### src/rtl/alarm_key_controller.sv
// rtl/alarm_key_controller.sv - keypad entry FSM for alarm clock time/alarm setting
module alarm_key_controller #(
   parameter int NUM_DIGITS  = 4,
   parameter int NUM_ALARMS  = 2,
   parameter int TIMEOUT_SEC = 10,
   localparam int SEL_W      = (NUM_ALARMS > 1) ? $clog2(NUM_ALARMS) : 1
) (
   input  logic                  clk256,
   input  logic                  reset,
   input  logic                  one_second,
   input  logic [7:0]            key,
   output logic                  digit_shift,
   output logic [3:0]            digit_value,
   output logic [NUM_ALARMS-1:0] load_alarm,
   output logic                  load_new_time,
   output logic                  show_alarm,
   output logic [SEL_W-1:0]      alarm_sel,
   output logic                  entry_active,
   output logic                  entry_error
);
   localparam int CW = $clog2(NUM_DIGITS + 1);
   localparam logic [CW-1:0]    FULL      = CW'(NUM_DIGITS);
   localparam logic [SEL_W-1:0] LAST_SEL  = SEL_W'(NUM_ALARMS - 1);
   localparam logic [7:0]       TO_RELOAD = 8'(TIMEOUT_SEC);
   localparam logic [7:0]       K_REL   = 8'hF0;
   localparam logic [7:0]       K_IDLE  = 8'h00;
   localparam logic [7:0]       K_STAR  = 8'h7C;
   localparam logic [7:0]       K_MINUS = 8'h7B;
   localparam logic [7:0]       K_PLUS  = 8'h79;

   typedef enum logic [3:0] {
      IDLE, SHIFT, HOLD, RELEASE, ENTRY, COMMIT_ALARM, COMMIT_TIME,
      SHOW_ALARM, SEL_RELEASE, ABORT
   } state_t;

   state_t          state_q, state_d;
   logic [CW-1:0]   count_q, count_d;
   logic [7:0]      timeout_q, timeout_d;
   logic            commit_q, commit_d;
   logic            seen_q, seen_d;
   logic [SEL_W-1:0] sel_d;
   logic            shift_d, lnt_d, show_d, active_d, err_d, take_digit;
   logic [3:0]      value_d;
   logic [NUM_ALARMS-1:0] load_d;
   logic            dig_ok;
   logic [3:0]      dig_val;

   function automatic logic [4:0] decode_digit(input logic [7:0] k);
      case (k)
         8'h70: return 5'h10;
         8'h69: return 5'h11;
         8'h72: return 5'h12;
         8'h7A: return 5'h13;
         8'h6B: return 5'h14;
         8'h73: return 5'h15;
         8'h74: return 5'h16;
         8'h6C: return 5'h17;
         8'h75: return 5'h18;
         8'h7D: return 5'h19;
         default: return 5'h00;
      endcase
   endfunction

   assign {dig_ok, dig_val} = decode_digit(key);

   always_comb begin
      state_d    = state_q;
      count_d    = count_q;
      timeout_d  = timeout_q;
      commit_d   = commit_q;
      seen_d     = seen_q;
      sel_d      = alarm_sel;
      shift_d    = 1'b0;
      value_d    = 4'd0;
      load_d     = '0;
      lnt_d      = 1'b0;
      err_d      = 1'b0;
      take_digit = 1'b0;
      case (state_q)
         IDLE: begin
            seen_d   = 1'b0;
            commit_d = 1'b0;
            if (dig_ok) begin
               state_d    = SHIFT;
               take_digit = 1'b1;
            end else if (key == K_STAR) begin
               state_d = SHOW_ALARM;
            end else if (key == K_PLUS) begin
               state_d = SEL_RELEASE;
               sel_d   = (alarm_sel == LAST_SEL) ? '0 : alarm_sel + SEL_W'(1);
            end
         end
         SHIFT: state_d = HOLD;
         HOLD:  if (key == K_REL) state_d = RELEASE;
         RELEASE: begin
            // a release after a commit ends the entry instead of resuming it
            if (key == K_IDLE) begin
               if (commit_q) begin
                  state_d  = IDLE;
                  commit_d = 1'b0;
               end else begin
                  state_d   = ENTRY;
                  timeout_d = TO_RELOAD;
               end
            end
         end
         ENTRY: begin
            if (dig_ok) begin
               state_d    = SHIFT;
               take_digit = 1'b1;
            end else if (key == K_STAR || key == K_MINUS) begin
               state_d  = (key == K_STAR) ? COMMIT_ALARM : COMMIT_TIME;
               commit_d = 1'b1;
               count_d  = '0;
               if (count_q != FULL) err_d = 1'b1;
               else if (key == K_MINUS) lnt_d = 1'b1;
               else for (int i = 0; i < NUM_ALARMS; i++) load_d[i] = (alarm_sel == SEL_W'(i));
            end else if (timeout_q == 8'd0) begin
               state_d = ABORT;
               err_d   = 1'b1;
               count_d = '0;
            end else if (one_second) begin
               timeout_d = timeout_q - 8'd1;
            end
         end
         COMMIT_ALARM, COMMIT_TIME: state_d = HOLD;
         SHOW_ALARM, SEL_RELEASE: begin
            if (!seen_q) begin
               if (key == K_REL) seen_d = 1'b1;
            end else if (key == K_IDLE) begin
               state_d = IDLE;
               seen_d  = 1'b0;
            end
         end
         ABORT: state_d = IDLE;
         default: begin
            state_d  = IDLE;
            count_d  = '0;
            commit_d = 1'b0;
            seen_d   = 1'b0;
         end
      endcase
      // digits beyond a full entry still walk through SHIFT but are dropped
      if (take_digit && count_q < FULL) begin
         shift_d = 1'b1;
         value_d = dig_val;
         count_d = count_q + CW'(1);
      end
      show_d   = (state_d == SHOW_ALARM) && !seen_d;
      active_d = (state_d == SHIFT || state_d == HOLD || state_d == RELEASE ||
                  state_d == ENTRY) && (count_d != '0);
   end

   always_ff @(posedge clk256 or posedge reset) begin
      if (reset) begin
         state_q       <= IDLE;
         count_q       <= '0;
         timeout_q     <= 8'd0;
         commit_q      <= 1'b0;
         seen_q        <= 1'b0;
         alarm_sel     <= '0;
         digit_shift   <= 1'b0;
         digit_value   <= 4'd0;
         load_alarm    <= '0;
         load_new_time <= 1'b0;
         show_alarm    <= 1'b0;
         entry_active  <= 1'b0;
         entry_error   <= 1'b0;
      end else begin
         state_q       <= state_d;
         count_q       <= count_d;
         timeout_q     <= timeout_d;
         commit_q      <= commit_d;
         seen_q        <= seen_d;
         alarm_sel     <= sel_d;
         digit_shift   <= shift_d;
         digit_value   <= value_d;
         load_alarm    <= load_d;
         load_new_time <= lnt_d;
         show_alarm    <= show_d;
         entry_active  <= active_d;
         entry_error   <= err_d;
      end
   end
endmodule

### config.mk
export PLATFORM = sky130hd
export DESIGN_NAME = alarm_key_controller
export DESIGN_NICKNAME = d
export VERILOG_FILES = /design/src/rtl/alarm_key_controller.sv
export SDC_FILE = /design/constraint.sdc
export NUM_CORES = 1
export LEC_CHECK = 0
export CAP_MARGIN = 5
export CORE_MARGIN = 5
export CORE_UTILIZATION = 50
export DETAILED_ROUTE_END_ITERATION = 8
export HOLD_SLACK_MARGIN = 0.1
export PLACE_DENSITY = 0.75
export SYNTH_ARGS = -nofsm -noshare
export SYNTH_HDL_FRONTEND = slang
export SYNTH_SLANG_ARGS = --single-unit
export TNS_END_PERCENT = 10
### constraint.sdc
create_clock -name clk256 -period 2.1 [get_ports clk256]
set_input_delay 0.315 -clock clk256 [delete_from_list [all_inputs] [get_ports clk256]]
set_output_delay 0.315 -clock clk256 [all_outputs]
set_load 0.01 [all_outputs]
# Word-level counts from Yosys, hierarchy flattened
# Index checks and enable logic that the tools add are counted.
# word_totals
elab_cells	133
reg_bits	29
in_bits	11
# classes
n_addsub	3
bitwise	4
mux	54
reduce_logical	22
order_cmp	1
eq_ne	36
# op_table
op	n
== test 8 x 7 -> 1 bit (second input constant)	13
one-hot mux 5 bit (10 select lines)	1
2-to-1 mux 8 bit	6
2-to-1 mux 4 bit	11
== test 4 x 3 -> 1 bit (second input constant)	6
one-hot mux 4 bit (6 select lines)	1
2-to-1 mux 1 bit	20
== test 4 x 2 -> 1 bit (second input constant)	4
zero test 8 bit	2
one-hot mux 8 bit (2 select lines)	1
2-to-1 mux 3 bit	5
inequality test 2 bit (second input constant)	7
OR reduction 7 bit	2
2-to-1 mux 2 bit	6
OR reduction 9 bit	1
== test 4 x 1 -> 1 bit (second input constant)	2
== test 4 bit (second input constant)	2
== test 8 bit (second input constant)	1
AND reduction 4 bit	2
subtractor 8 x 1 -> 8 bit (second input constant)	1
AND reduction 7 bit	1
one-hot mux 3 bit (2 select lines)	1
zero test 4 bit	1
logical OR 1 bit	4
other kinds (13)	19

# Longest topological paths before layout
# logic_depth
ltp_word	10
depth_mapped	8
depth_no_buf	7

# Least setup slack after synthesis
# OpenSTA, ideal clock, no wires.
# synth_timing
kind	input to register
startpoint	input key[1]
endpoint	register timeout_q[3]
t_arrival_ns	2.047
cell_stages	8
n_path_buf	2
setup_time_ns	0.132
slack_ns	-0.079
cell_sequence	buf_6 or3b_4 a21o_1 a31o_1 a41oi_2 buf_4 nor3_1 or3b_1
# synth_via
elab_chain_cells	4
elab_cells_between_ends	19
cone_classes	eq/ne: 15; mux: 1; reduce/logical: 3
# synth_rtl
element	line_no	source
from (decl)	11	input logic [7:0] key,
== test 8 x 7 -> 1 bit (on tied branches)	49, 111	
one-hot mux 5 bit (10 select lines) / logical OR 1 bit (equally long branches)	49, 111	
inequality test 2 bit (no line)	--	
AND reduction 7 bit (no line) *	--	
to (signal assigned)	172	timeout_q <= timeout_d;
to (decl)	38	logic [7:0] timeout_q, timeout_d;
# Mark *: on every way between the ends. The rest lies on a longest branch, timed or not.
# A chain may end at the register's enable or synchronous reset.

# Worst setup path after layout
# layout_timing
startpoint	register state_q[0]
endpoint	register timeout_q[4]
# layout_via
elab_chain_cells	3
elab_cells_between_ends	11
cone_classes	eq/ne: 8; mux: 1; reduce/logical: 2
# layout_rtl
element	line_no	source
from (decl)	36	state_t state_q, state_d;
from (signal assigned)	170	state_q <= state_d;
== test 4 x 3 -> 1 bit / == test 4 x 2 -> 1 bit (equally long branches)	79	case (state_q)
inequality test 2 bit (no line) / nonzero test 2 bit (equally long branches)	--	
AND reduction 7 bit (no line)	--	
# Several ways; a longest one is shown, not always the timed one.

==> results_dict.tcl <==
set metrics [dict create \
    outcome "finished, violations left" \
    violations "negative setup slack" \
    peakVddDrop_mv 0.3562 \
    final_common_cell "buf_4" \
    met3_usage 0.04769 \
    cts_buffers 5 \
    place.gp.congestion 0.8870 \
    antenna_found_initial 0 \
    startpoint "state_q[0]" \
    use_met1 0.2671 \
    synth_xor_area_frac 0.01858 \
    syn_avg_cell_area_um2 8.979 \
    reg2reg_from "state_q[0]" \
    layoutNonFillerInstCount 346 \
    p_leak_uw 0.001240 \
    routedWlPerCell_um 16.07 \
    grt_usage 0.2112 \
    ctsHtreeMaxLevel 2 \
    layout_common_cells "buf_4, dfrtp_1, nand2_1" \
    setup_slack_ns -0.006520 \
    cap_violations 0 \
    slew_headroom 0.6470 \
    drive_gt1_frac 0.3557 \
    layout.nets 311 \
    wl_um 5560 \
    io_pins 23 \
    worst_hold_slack_ns 0.4132 \
    synthSimpleGateAreaFrac 0.3039 \
    synth-compound-area-share 0.2044 \
    multi_input_area_mm2 0.001181 \
    floorplan.core_area_mm2 0.003661 \
    ys_async_sr_fraction 1.000 \
    synth.area.top_cells "dfrtp_1, nand2_1, nor2_1" \
    grt_max_degree 30 \
    busiest_layer "met2" \
    syn_nets 224 \
    vias_per_cell 5.867 \
    synthToLayoutAreaGrowth_pct 49.90 \
    ys.warnings.count 0 \
    crit_family "simple AND/OR/NAND/NOR gates" \
    fp.dieW_um 71.41 \
    synth.top_cell.area_share 0.3849 \
    hold_viol_final 0 \
    finClkSkew_ns 0.007747 \
    reg2reg_depth 9 \
    cpPeakStageDelay_ns 0.46 \
    port_buffers 22 \
    grt_pass1_wl_um 8576 \
    path_cells "buf_4, nand2_1, nor4_1, buf_4, a41oi_4, buf_6, buf_4, or4_1, nand2_1" \
    synth_area_mm2 0.001886 \
    muxShareOfSynthArea 0.01659 \
    num_vias 2030 \
    post-place-cells 327 \
    ys_seq_elements 29 \
    cts_buffer_depth 2 \
    path_class "reg -> reg" \
    design_area_mm2 0.002826 \
    synth_top_family_by_area "simple AND/OR/NAND/NOR gates" \
    start_util 0.5150 \
    period_share 1.003 \
    drt-initial-drc-count 126 \
    dp_hpwl_um 3839 \
    cp_common_cell "buf_4" \
    cpMaxStageDelayCell "or4_1" \
    crit_arrival_ns 2.33 \
    use_met2 0.3541 \
    ys.flop_type "dfrtp_1" \
    diodes 0 \
    worst_setup_path_end_kind "flip-flop" \
    nFillCells 257 \
    rsz0062_at_grt "true" \
    synth_top_cell_by_area "dfrtp_1" \
    grt_pass1_vias 1845 \
    ant_nets 0 \
    period_needed_ns 2.107 \
    synth-adder-area-share 0.01991 \
    ys_types 61 \
    fmax_ghz 0.4747 \
    cts_tree "yes" \
    cts.sinks 29 \
    rrSetupSlack_ns -0.007 \
    tightest_slew_ns 0.5251 \
    clkTransAtPathRegs_ns 0.07 \
    cp.required_ns 2.33 \
    route.detailed.drc 0 \
    cp_num_cells 9 \
    die-area_mm2 0.005099 \
    dp_slack_ns -0.5218 \
    die_h_um 71.41 \
    yosysSeqAreaShare 0.3849 \
    cp_max_fo 8 \
    drv_slew 0 \
    setup_viol 1 \
    critPathLaunchType "flip-flop" \
    reg2reg_to "timeout_q[4]" \
    regArea_um2 726.9 \
    min_path_type "in -> async" \
    overflow 0 \
    synth_edf_count 0 \
    clk_latency_ns 0.29 \
    clock-root-buffer "clkbuf_8" \
    worstSetupEndpoint "timeout_q[4]" \
    tns_ns -0.006520 \
    power_density_mw_per_mm2 618.5 \
    dpl_cell_area_mm2 0.002545 \
    cp_num_buf_inv 4 \
    dr.pass1.iters 4 \
    syn_inst 210 \
    row_count 22 \
]
==> cells in the mapped netlist (all sizes together) (3+ instances only) <==
cell type,count
clkbuf,6
nand2,21
a211o,3
nor2b,3
ha,3
o211ai,3
a21oi,9
buf,5
or4,4
nand2b,6
nor3,9
nand3,6
or3,5
dfrtp,29
nor4,7
nand3b,5
o31ai,4
xnor2,3
nand4,5
nor2,15
o21ai,6
inv,11
and2,4
==> routing by layer <==
metal	wire, µm	share of wire
met1	2381	0.43
met5	0	0
met3	286	0.051
met2	2744	0.49
met4	147	0.026
==> final cells by class <==
class,count,area share
Clock buffer,6,0.02568
Clock inverter,2,0.003541
Inverter,11,0.01461
Multi-Input combinational cell,159,0.4179
Sequential cell,29,0.2572
Tap cell,48,0.02125
Timing Repair Buffer,91,0.2598
==> timing repair <==
action                     4_1_cts  5_1_grt
pin swaps                        8       18
setup endpoints to repair       12        5
resized for setup               20       19
cloned                           0        1
hold buffers                     0        0
setup buffers                    3        7
==> state kept, by name, summed over array words and instances, names as in the netlist <==
register       flops
entry_error        1
alarm_sel          1
digit_value        4
load_new_time      1
state_q            4
count_q            3
load_alarm         2
entry_active       1
timeout_q          8
digit_shift        1
seen_q             1
commit_q           1
show_alarm         1
==> cells by family after synthesis <==
group / Yosys count
and+or+nand+nor: 99
muxes: 3
adders and majority gates: 3
DFF: 29
buffers and inverters: 22
xor gates and xnor gates: 4
AOI/OAI and AO/OA: 50
==> stage by stage <==
stage	total power [µW]	util
after floorplan	957.9	-
after global placement	1172	0.6951
after detailed placement	1191	0.6951
after CTS	1675	0.7368
after global routing	1854	0.7720
final	1748	0.7720
==> power by group <==
group	total [µW]	leakage (µW)	switching (µW)	internal [µW]
Clock	449	0.0000450	220	229
Sequential	688	0.000382	63.0	625
Combinational	611	0.000813	285	326
==> worst register-to-register path, cell delays in order, from the launching register on <==
cell	delay (ns)
dfrtp_1	0.41
buf_4	0.18
nand2_1	0.12
nor4_1	0.24
buf_4	0.20
a41oi_4	0.05
buf_6	0.17
buf_4	0.13
or4_1	0.46
nand2_1	0.08
==> worst min path at each step <==
| stage | end | slack, ns | cells after the start |
|---|---|---|---|
| 6_report | timeout_q[1] | 0.41 | 3 |
| 5_1_grt | digit_value[1] | 0.44 | 3 |
| 3_3_place_gp | load_alarm[0] | 0.44 | 1 |
| 4_1_cts | timeout_q[1] | 0.42 | 3 |
| 2_1_floorplan | alarm_sel | 0.39 | 1 |
| 3_5_place_dp | load_alarm[0] | 0.46 | 1 |
Power figures use the tool's default switching activity.
